### config.mk
export PLATFORM = sky130hd
export DESIGN_NAME = execute_sequencer
export DESIGN_NICKNAME = d
export VERILOG_FILES = /design/src/rtl/exec_ctrl_pkg.sv /design/src/rtl/md_watchdog.sv /design/src/rtl/execute_sequencer.sv
export SDC_FILE = /design/constraint.sdc
export NUM_CORES = 1
export LEC_CHECK = 0
export ABC_CLOCK_PERIOD_IN_PS = 3300
export CORE_ASPECT_RATIO = 0.5
export CORE_MARGIN = 4
export CORE_UTILIZATION = 42
export DETAILED_ROUTE_END_ITERATION = 12
export PLACE_DENSITY = 0.86
export SLEW_MARGIN = 0
export SYNTH_ARGS = -nofsm -noshare
export SYNTH_HDL_FRONTEND = slang
export SYNTH_SLANG_ARGS = --single-unit
### constraint.sdc
create_clock -name clk -period 3.3 [get_ports clk]
set_input_delay 0.66 -clock clk [delete_from_list [all_inputs] [get_ports clk]]
set_output_delay 0.66 -clock clk [all_outputs]
set_load 0.05 [all_outputs]
### src/rtl/exec_ctrl_pkg.sv
// Shared types and default constants for the execute-stage sequencer.
package exec_ctrl_pkg;
  typedef enum logic [1:0] {IDLE, EXEC, MULDIV, OUT} state_e;

  localparam int XLEN_DEF       = 64;
  localparam int MD_TIMEOUT_DEF = 80;
  localparam int CNT_W_DEF      = 8;
endpackage

### src/rtl/md_watchdog.sv
// Mul/div cycle counter with saturation and a sticky timeout error.
module md_watchdog #(
  parameter int MD_TIMEOUT = 80,
  parameter int CNT_W      = 8
) (
  input  logic clk,
  input  logic reset,
  input  logic clear,
  input  logic enable,
  output logic timeout,
  output logic error
);
  localparam logic [CNT_W-1:0] LIMIT = CNT_W'(MD_TIMEOUT);

  logic [CNT_W-1:0] cnt;

  // Fires on the cycle whose increment brings the count to the limit,
  // so a mul/div gets exactly MD_TIMEOUT cycles before being cut off.
  assign timeout = enable && (cnt == LIMIT - 1'b1);

  always_ff @(posedge clk or posedge reset) begin
    if (reset) begin
      cnt   <= '0;
      error <= 1'b0;
    end else begin
      if (clear)
        cnt <= '0;
      else if (enable && cnt != LIMIT)
        cnt <= cnt + 1'b1;
      if (timeout)
        error <= 1'b1;
    end
  end
endmodule

### src/rtl/execute_sequencer.sv
// Execute-stage control: decode handshake, executor enable, mul/div
// sequencing, jump redirect/flush and result hold toward memory.
module execute_sequencer
  import exec_ctrl_pkg::*;
#(
  parameter int XLEN       = XLEN_DEF,
  parameter int MD_TIMEOUT = MD_TIMEOUT_DEF,
  parameter int CNT_W      = CNT_W_DEF
) (
  input  logic            clk,
  input  logic            reset,
  input  logic            id_valid,
  output logic            id_ready,
  input  logic            id_is_muldiv,
  output logic            exe_enable,
  input  logic            exe_done,
  input  logic            exe_jump_taken,
  input  logic [XLEN-1:0] exe_target,
  output logic            md_start,
  input  logic            md_done,
  output logic            ex_valid,
  input  logic            ex_ready,
  output logic            redirect_valid,
  output logic [XLEN-1:0] redirect_pc,
  output logic            flush_upstream,
  output logic            md_error,
  output logic            busy
);
  state_e state, state_nxt;
  logic   jump_q, md_first, md_clear, md_en, md_timeout, redirect;

  // jump_q is only set by an EXEC latch and cleared in the first OUT cycle,
  // so this is a single-cycle pulse per taken jump.
  assign redirect       = (state == OUT) && jump_q;
  assign redirect_valid = redirect;
  assign flush_upstream = redirect;
  assign busy           = (state != IDLE);
  assign md_en          = (state == MULDIV) && !md_done;

  md_watchdog #(.MD_TIMEOUT(MD_TIMEOUT), .CNT_W(CNT_W)) u_wdog (
    .clk    (clk),
    .reset  (reset),
    .clear  (md_clear),
    .enable (md_en),
    .timeout(md_timeout),
    .error  (md_error)
  );

  always_comb begin
    state_nxt  = state;
    id_ready   = 1'b0;
    exe_enable = 1'b0;
    md_start   = 1'b0;
    ex_valid   = 1'b0;
    case (state)
      IDLE: begin
        id_ready = 1'b1;
        if (id_valid) state_nxt = id_is_muldiv ? MULDIV : EXEC;
      end
      EXEC: begin
        exe_enable = 1'b1;
        if (exe_done) state_nxt = OUT;
      end
      MULDIV: begin
        md_start = md_first;
        if (md_done || md_timeout) state_nxt = OUT;
      end
      OUT: begin
        ex_valid = 1'b1;
        if (ex_ready) begin
          if (id_valid && !redirect) begin
            id_ready  = 1'b1;
            state_nxt = id_is_muldiv ? MULDIV : EXEC;
          end else begin
            state_nxt = IDLE;
          end
        end
      end
      default: state_nxt = IDLE;
    endcase
    md_clear = (state != MULDIV) && (state_nxt == MULDIV);
  end

  always_ff @(posedge clk or posedge reset) begin
    if (reset) begin
      state       <= IDLE;
      jump_q      <= 1'b0;
      md_first    <= 1'b0;
      redirect_pc <= '0;
    end else begin
      state    <= state_nxt;
      md_first <= md_clear;
      if (state == EXEC && exe_done) begin
        jump_q      <= exe_jump_taken;
        redirect_pc <= exe_target;
      end else if (redirect || state == MULDIV) begin
        jump_q <= 1'b0;
      end
    end
  end
endmodule

==> results of run 1 <==
cells in the mapped netlist, types with 2 or more instances:
library cell  number
nor2_1             2
and2_1             5
xor2_1             6
o21a_1             2
buf_4              6
nand4_1            2
o211ai_1           3
mux2_2            64
dfrtp_1           77
buf_2              2
nor2b_1            2
a21oi_1           10
nand2_1            2
ha_1               7
nand3b_1           2
inv_1              7
registers in the layout, indices dropped and copies added (netlist names):
register / cells
redirect_pc: 64
state: 2
jump_q: 1
u_wdog.error: 1
md_first: 1
u_wdog.cnt: 8
cell families (layout without fill, tap and decap cells):
kind of cell    Yosys count  count (layout)  share of synthesized area, %
compound gates           22              22                          4.84
xor+xnor                  7               7                          1.91
fa+ha+maj                 7               7                          2.73
buf+inv                  15             167                          2.54
flops                    77              77                          60.2
mux                      65              65                          22.8
simple gates             24              24                          5.00
through the flow:
stage / hold WS (ns) / std cells / utilization, % / power [µW]
detailed placement: 0.461 / 451 / 64.2 / 5160
CTS: 0.479 / 465 / 68.0 / 6130
floorplan: 0.528 / 217 / - / 3960
global route: 0.525 / 465 / 68.0 / 6330
global placement: 0.449 / 451 / 64.2 / 5080
finish: 0.485 / 465 / 68.0 / 6070
path summary, 6_finish.rpt:
path | endpoint | slack (ns) | depth (start not counted)
min in group asynchronous | redirect_pc[7]$_DFFE_PP0P_ | 0.76 | 2
max in group asynchronous | redirect_pc[19]$_DFFE_PP0P_ | 1.78 | 3
min | u_wdog.error$_DFFE_PP0P_ | 0.49 | 1
min reg2reg | u_wdog.error$_DFFE_PP0P_ | 0.49 | 1
max reg2reg | u_wdog.cnt[4]$_DFFE_PP0P_ | 1.31 | 6
max | md_start | 0.51 | 4
placed cells by master, fill, tap and decap left out, types with 2 or more instances in the layout:
cell and instances:
clkbuf_16 9, and2_1 4, nand4_1 2, clkbuf_1 2, buf_4 3, nor2_1 2
mux2_2 64, o21a_1 2, nand2_1 2, nand3b_1 2, a21oi_1 10, nor2b_1 2
ha_1 7, o211ai_1 3, xor2_1 6, dfrtp_1 77, clkdlybuf4s50_1 142, inv_1 6
report_power, final:
part | switching [µW] | internal, µW | leakage, µW
combinational | 2200 | 1300 | 0.00104
sequential | 248 | 1390 | 0.000933
clock | 332 | 596 | 0.000139
total | 2780 | 3290 | 0.00212
cell type report:
cell class	instances	area [µm²]
Clock buffer	12	246
Clock inverter	2	35.0
Fill cell	510	2360
Inverter	7	26.3
Multi-Input combinational cell	125	1200
Sequential cell	77	1930
Tap cell	96	120
Timing Repair Buffer	146	1460
metal layers:
layer,up-vias,GRT usage (%),routed length (µm)
li1,1060,-,-
met5,-,0,0
met2,56,36.6,4760
met3,15,4.78,255
met4,0,8.03,187
met1,1142,18.2,2830
==> results.ini, run 1 <==
[status]
status = finished clean

[floorplan]
die_area_um2 = 9170
die_h_um = 69.8
core_region_area_um2 = 7380
die_width_um = 132
std_cell_rows = 22
io_pins = 144
start_util_pct = 43.4

[clock_tree]
clk_path_buf_depth = 2
htreeDepth = 3
path_clk_slew_ns = 0.05
cts_setup_buffers = 0
clock-sinks = 77
clk_latency_ns = 0.32
post_cts_resized = 0
cts_buffers = 9
cts_hold_buf = 0
cts_tree = done
cts-root-buf = clkbuf_16

[sta]
fin_crit_sh_pct = 84.5
setup_ws_ns = 0.513
setup_viol = 0
fmax_ghz = 0.359
finalHoldViolCount = 0
min_period_ns = 2.79
slew_violations = 0
rsz0062_at_grt = false
fin_worst_skew_ns = 0.00461
worst_slew_pin_slew_ns = 0.675
timing.setup.tns_ns = 0
relSlewSlack_pct = 55.0

[setup_path]
cp_data_arrival_time_ns = 2.13
cp.required_ns = 2.64
crit_fanout = 6
path_class = flop to primary output
cp_cell_sequence = inv_1 -> ha_1 -> and2_1 -> clkdlybuf4s50_1
crit_family = buffers and inverters
worst-path-buf-inv = 2
crit_path_max_incr_delay_ns = 0.80
cp-start-kind = flop
slowest_stage = clkdlybuf4s50_1
reg2reg_from = state[0]$_DFF_PP0_
setup.worst_path.start = state[0]$_DFF_PP0_
worst_setup_path_end_kind = primary output

[yosys]
ys_seq_area_share_pct = 60.2
syn_nets = 296
ys_ff_latch = 77
ys_types = 34
synth_top_cell_area_share_pct = 60.2
async_flop_share_pct = 100
yosysWarnings = 0
synthesis.area_um2 = 3200
synth_area_leaders = dfrtp_1 60%, mux2_2 22%, ha_1 2.7%
synth_edf_count = 0
syn_area_per_cell_um2 = 14.8
yosysTopAreaCell = dfrtp_1
synth-main-ff-cell = dfrtp_1
netlist_instances = 217

[placed_design]
placed_area_um2 = 4730
place.port_buffers = 143
place_ws_ns = 0.865
gp_congestion = 0.900
dp_hpwl_mm = 6.07

[power]
power_density_nw_per_um2 = 1210
ir_worst_vdd_mv = 0.754
p_leak_uw = 0.00212

[global_routing]
grt_pass1_vias = 2655
grt_max_degree = 66
grt_usage_pct = 18.5
grt_pass1_wl_mm = 13.4
antenna_found_initial = 0
grt-ovfl-total = 0

[drt]
antenna_left = 0
wl_per_cell_um = 17.3
drt_wl_total_mm = 8.03
drtIter0Drc = 124
route.detailed.drc = 0
vias = 2273
dr.pass1.iters = 4
via_per_inst = 4.89

[finish]
syn_to_final_growth_pct = 56.6
final_nets = 445
final_area_um2 = 5010
antenna-diode-count = 0
drive_gt1_share_pct = 22.8

[worst_hold_path]
min_path_type = flop to flop
min_from = u_wdog.error$_DFFE_PP0P_

[flow_run]
max_cap_viol_count = 0

(Power assumes the default switching activity.)
==> inputs of run 2 (changes only) <==
ABC_CLOCK_PERIOD_IN_PS = 2900   (was 3300)
clock period = 2.9 ns   (was 3.3 ns; I/O delays follow)
==> results.ini, run 2 (synthesized netlist as in run 1, its figures left out) <==
[setup_path]
crit_fanout = 6  ; unchanged
crit_family = buffers and inverters
worst_setup_path_end_kind = primary output
reg2reg_from = state[0]$_DFF_PP0_
worstRegToRegCells = 6  ; unchanged
slowest_stage = clkdlybuf4s50_1
worst-path-stages = 4  ; unchanged
crit_end = md_start
reg2reg_setup_slack_ns = 0.88  ; -0.43 ns
cp_data_arrival_time_ns = 2.13  ; about the same
cp.required_ns = 2.32  ; -0.32 ns
r2r_end = u_wdog.cnt[5]$_DFFE_PP0P_
worst-path-buf-inv = 2  ; unchanged
setup.worst_path.start = state[0]$_DFF_PP0_
crit_path_max_incr_delay_ns = 0.81  ; about the same
cp-start-kind = flop
cp_cell_sequence = inv_1 -> ha_1 -> and2_1 -> clkdlybuf4s50_1
path_class = flop to primary output

[finish]
antenna-diode-count = 0  ; unchanged
top_regs = redirect_pc x64, u_wdog.cnt x8, state x2
largest_reg_flops = 64  ; unchanged
final_cell_mix = 142 x clkdlybuf4s50_1, 77 x dfrtp_1, 64 x mux2_2, 10 x a21oi_1, 9 x clkbuf_16
layout_commonest_cell = clkdlybuf4s50_1
fin_util_pct = 68.5  ; +0.49 points
drive_gt1_share_pct = 23.0  ; +0.21 points
largest_register = redirect_pc
syn_to_final_growth_pct = 57.7
final_nets = 445  ; unchanged

[clock_tree]
htreeDepth = 3  ; unchanged
cts_tree = done
cts_hold_buf = 0  ; unchanged
cts_setup_buffers = 0  ; unchanged
clk_latency_ns = 0.33  ; about the same
clk_path_buf_depth = 2  ; unchanged
post_cts_resized = 0  ; unchanged
cts_buffers = 9  ; unchanged
cts-root-buf = clkbuf_16
clock-sinks = 77  ; unchanged
path_clk_slew_ns = 0.05  ; about the same

[sta]
min_period_ns = 2.71
rsz0062_at_grt = false
finalHoldViolCount = 0  ; unchanged
slew_violations = 0  ; unchanged
worst_slew_pin_slew_ns = 0.641  ; -0.0336 ns
fmax_ghz = 0.369
setup_viol = 0  ; unchanged
fin_worst_skew_ns = 0.00362  ; -0.000989 ns
timing.setup.tns_ns = 0  ; unchanged
relSlewSlack_pct = 57.3  ; +2.3 points
hold_ws_ns = 0.473  ; -0.0121 ns
fin_crit_sh_pct = 93.4
setup_ws_ns = 0.190  ; -0.322 ns

[global_routing]
grt_pass1_vias = 2654  ; -0.038%
grt_pass1_wl_mm = 13.3  ; -1.2%
grt_max_degree = 66  ; unchanged
grt_usage_pct = 18.2  ; -0.26 points
grt-ovfl-total = 0  ; unchanged
antenna_found_initial = 0  ; unchanged

[floorplan]
core_region_area_um2 = 7380  ; unchanged
die_area_um2 = 9170  ; unchanged
die_width_um = 132  ; unchanged
die_h_um = 69.8  ; unchanged
std_cell_rows = 22  ; unchanged
io_pins = 144  ; unchanged
start_util_pct = 43.4  ; unchanged

[power]
p_leak_uw = 0.00212  ; +0.38%
ir_worst_vdd_mv = 0.866  ; +15%
power_density_nw_per_um2 = 1380  ; +14%

[status]
status = finished clean

[placed_design]
place.port_buffers = 143  ; unchanged
gp_congestion = 0.873  ; -3.0%
place_ws_ns = 0.544  ; -0.321 ns
dp_hpwl_mm = 6.11  ; +0.54%

[drt]
antenna_left = 0  ; unchanged
wl_per_cell_um = 17.2  ; -0.29%
via_per_inst = 4.98  ; +1.8%
drtIter0Drc = 111  ; -10%
vias = 2319  ; +2.0%
dr.pass1.iters = 4  ; unchanged
route.detailed.drc = 0  ; unchanged
drt_wl_total_mm = 8.02  ; about the same

[flow_run]
max_cap_viol_count = 0  ; unchanged

[worst_hold_path]
min_path_type = flop to flop

run 2: cell count changes in the layout (fill, tap and decap cells not counted):
cell	before	now
buf_12	1	3
clkinv_2	1	0
clkinv_4	0	1
buf_4	3	1
clkinvlp_4	0	1
run 2: worst min path at each step:
| stage | to | depth (start not counted) | startpoint | slack [ns] |
|---|---|---|---|---|
| floorplan | u_wdog.cnt[7]$_DFFE_PP0P_ | 2 | u_wdog.cnt[7]$_DFFE_PP0P_ | 0.53 |
| global placement | u_wdog.error$_DFFE_PP0P_ | 1 | u_wdog.error$_DFFE_PP0P_ | 0.45 |
| detailed placement | u_wdog.error$_DFFE_PP0P_ | 1 | u_wdog.error$_DFFE_PP0P_ | 0.46 |
| CTS | u_wdog.error$_DFFE_PP0P_ | 1 | u_wdog.error$_DFFE_PP0P_ | 0.48 |
| global route | u_wdog.error$_DFFE_PP0P_ | 1 | u_wdog.error$_DFFE_PP0P_ | 0.50 |
| finish | u_wdog.error$_DFFE_PP0P_ | 1 | u_wdog.error$_DFFE_PP0P_ | 0.47 |
run 2: area by class of cell:
type                       instances  area, µm²
clock buffer                      12        246
clock inverter                     3       46.3
fill                             494       2330
inverter                           7       26.3
multi-input combinational        125       1200
sequential                        77       1930
tap                               96        120
timing repair buffer             146       1490
run 2: metal layers:
| layer | vias to the layer above | share of wire (%) | GRT usage [%] |
|---|---|---|---|
| met2 | 47 | 58 | 35.7 |
| met3 | 17 | 3.3 | 5.58 |
| met1 | 1182 | 37 | 18.5 |
| met5 | - | 0 | 0 |
| met4 | 0 | 1.5 | 5.94 |
| li1 | 1073 | - | - |
run 2: power breakdown:
part	switching [µW]	total (µW)	internal, µW
Combinational	2510	4010	1500
Sequential	274	1850	1580
Clock	415	1100	687
run 2: metrics by stage:
| stage | std cells | total power, µW | area [µm²] |
|---|---|---|---|
| 2_1_floorplan | 217 | 4510 | 3200 |
| 5_1_grt | 466 | 7250 | 5050 |
| 6_report | 466 | 6960 | 5050 |
| 4_1_cts | 466 | 7030 | 5050 |
| 3_5_place_dp | 451 | 5900 | 4760 |
| 3_3_place_gp | 451 | 5810 | 4760 |
run 2: worst register-to-register path: cells and delay by family (launching register included):
family,cells,cell delay [ns]
DFF,1,0.44
adders and majority gates,1,0.30
and+or+nand+nor,1,0.14
buffers and inverters,1,0.13
AOI/OAI and AO/OA,3,0.87
==> inputs of run 3 (changes only) <==
ABC_CLOCK_PERIOD_IN_PS = not set   (was 2900)
CORE_UTILIZATION = 35   (was 42)
PLACE_DENSITY = 0.74   (was 0.86)
==> results.ini, run 3 (synthesized netlist as in run 1, its figures left out) <==
[flow_run]
max_cap_viol_count = 0  ; unchanged

[global_routing]
grt_pass1_vias = 2408  ; -9.3%
antenna_found_initial = 0  ; unchanged
grt_usage_pct = 15.9  ; -2.3 points
grt-ovfl-total = 0  ; unchanged
grt_max_degree = 39  ; -41%
grt_pass1_wl_mm = 12.8  ; -3.4%

[finish]
largest_register = redirect_pc
layout_commonest_cell = clkdlybuf4s50_1
syn_to_final_growth_pct = 61.1
antenna-diode-count = 0  ; unchanged
top_regs = redirect_pc x64, u_wdog.cnt x8, state x2
final_cell_mix = 142 x clkdlybuf4s50_1, 77 x dfrtp_1, 64 x mux2_2, 10 x a21oi_1, 9 x clkbuf_16
largest_reg_flops = 64  ; unchanged
final_nets = 447  ; +0.45%
multiInputGateArea_um2 = 1200  ; unchanged
drive_gt1_share_pct = 24.1  ; +1.2 points
fillers = 707  ; +43%
seq_area_um2 = 1930  ; unchanged

[sta]
setup_ws_ns = 0.178  ; -0.0122 ns
worst_slew_pin_slew_ns = 0.646  ; +0.00559 ns
rsz0062_at_grt = false
fmax_ghz = 0.367  ; -0.45%
min_period_ns = 2.72  ; +0.0122 ns
fin_crit_sh_pct = 93.9  ; +0.42 points
relSlewSlack_pct = 56.9  ; -0.37 points
slew_violations = 0  ; unchanged
finalHoldViolCount = 0  ; unchanged
setup_viol = 0  ; unchanged
timing.setup.tns_ns = 0  ; unchanged
fin_worst_skew_ns = 0.00825  ; +0.00463 ns

[placed_design]
place.port_buffers = 143  ; unchanged
gp_congestion = 0.889  ; +1.8%
dp_hpwl_mm = 6.35  ; +3.9%
place_ws_ns = 0.541  ; -0.00277 ns

[floorplan]
std_cell_rows = 24  ; +9.1%
start_util_pct = 36.4  ; -7.0 points
io_pins = 144  ; unchanged
die_width_um = 143  ; +9.0%
die_area_um2 = 10800  ; +18%
core_region_area_um2 = 8800  ; +19%
die_h_um = 75.6  ; +8.5%

[setup_path]
cp_data_arrival_time_ns = 2.14  ; about the same
path_class = flop to primary output
reg2reg_from = state[0]$_DFF_PP0_
crit_fanout = 6  ; unchanged
cp-start-kind = flop
worst_setup_path_end_kind = primary output
cp.required_ns = 2.32  ; about the same
setup.worst_path.start = state[0]$_DFF_PP0_

[drt]
via_per_inst = 4.67  ; -6.1%
route.detailed.drc = 0  ; unchanged
wl_per_cell_um = 16.8  ; -2.3%
drtIter0Drc = 51  ; -54%
drt_wl_total_mm = 8.24  ; +2.7%
antenna_left = 0  ; unchanged
dr.pass1.iters = 4  ; unchanged
vias = 2289  ; -1.3%

[clock_tree]
cts_buffers = 9  ; unchanged
clk_path_buf_depth = 2  ; unchanged
path_clk_slew_ns = 0.06  ; about the same
post_cts_resized = 0  ; unchanged
cts_tree = done
cts-root-buf = clkbuf_16
clk_latency_ns = 0.34  ; about the same
htreeDepth = 3  ; unchanged
cts_hold_buf = 0  ; unchanged
cts_setup_buffers = 0  ; unchanged
clock-sinks = 77  ; unchanged

[worst_hold_path]
min_path_type = flop to flop
min_from = u_wdog.error$_DFFE_PP0P_

[status]
status = finished clean

[power]
p_leak_uw = 0.00217  ; +2.2%
ir_worst_vdd_mv = 0.651  ; -25%
power_density_nw_per_um2 = 1390  ; +0.90%

[run 3: cell count changes in the layout (fill, tap and decap cells not counted)]
cell / delta
buf_12: +1
buf_4: +1
bufinv_16: +2
clkbuf_1: -2
clkinv_2: +2
clkinv_4: -1
clkinvlp_4: -1
inv_6: +1
[run 3: where the power goes]
| part | switching [µW] | internal, µW | total, µW |
|---|---|---|---|
| Sequential | 273 | 1580 | 1850 |
| Clock | 434 | 864 | 1300 |
| Combinational | 2510 | 1520 | 4030 |
[run 3: area by class of cell]
cell class | instances | share of cell area [%]
clock buffer | 10 | 4.63
clock inverter | 6 | 2.11
tap | 117 | 2.84
timing repair buffer | 148 | 29.4
multi-input combinational | 125 | 23.2
inverter | 7 | 0.509
sequential | 77 | 37.3
[run 3: path summary, 6_finish.rpt]
check                                              end  slack [ns]  depth (start not counted)
setup / recovery                              md_start        0.18                          4
hold / removal                u_wdog.error$_DFFE_PP0P_        0.48                          1
setup reg to reg             u_wdog.cnt[3]$_DFFE_PP0P_        0.96                          6
hold reg to reg               u_wdog.error$_DFFE_PP0P_        0.48                          1
max in group asynchronous   redirect_pc[8]$_DFFE_PP0P_        1.68                          3
min in group asynchronous  redirect_pc[53]$_DFFE_PP0P_        0.61                          2
[run 3: through the flow]
step	util [%]	cells	total power [µW]	hold slack [ns]	instance area, µm²
after floorplan	-	217	4510	0.528	3200
after global placement	54.7	474	5830	0.455	4810
after detailed placement	54.7	474	5920	0.452	4810
after CTS	58.6	490	7250	0.473	5160
after global routing	58.6	490	7480	0.483	5160
final	58.6	490	7180	0.477	5160
[run 3: critical path, cell delays in order (launching register included)]
cell and delay [ns]:
dfrtp_1 0.43, inv_1 0.15, ha_1 0.28, and2_1 0.16
clkdlybuf4s50_1 0.80
[run 3: metal layers]
layer  track usage [%]  share of wire (%)  vias to the layer above
met2              30.7                 57                       58
li1                  -                  -                     1071
met3              5.27                4.2                       14
met1              16.7                 37                     1146
met4              5.43                2.1                        0
met5                 0                  0                        -
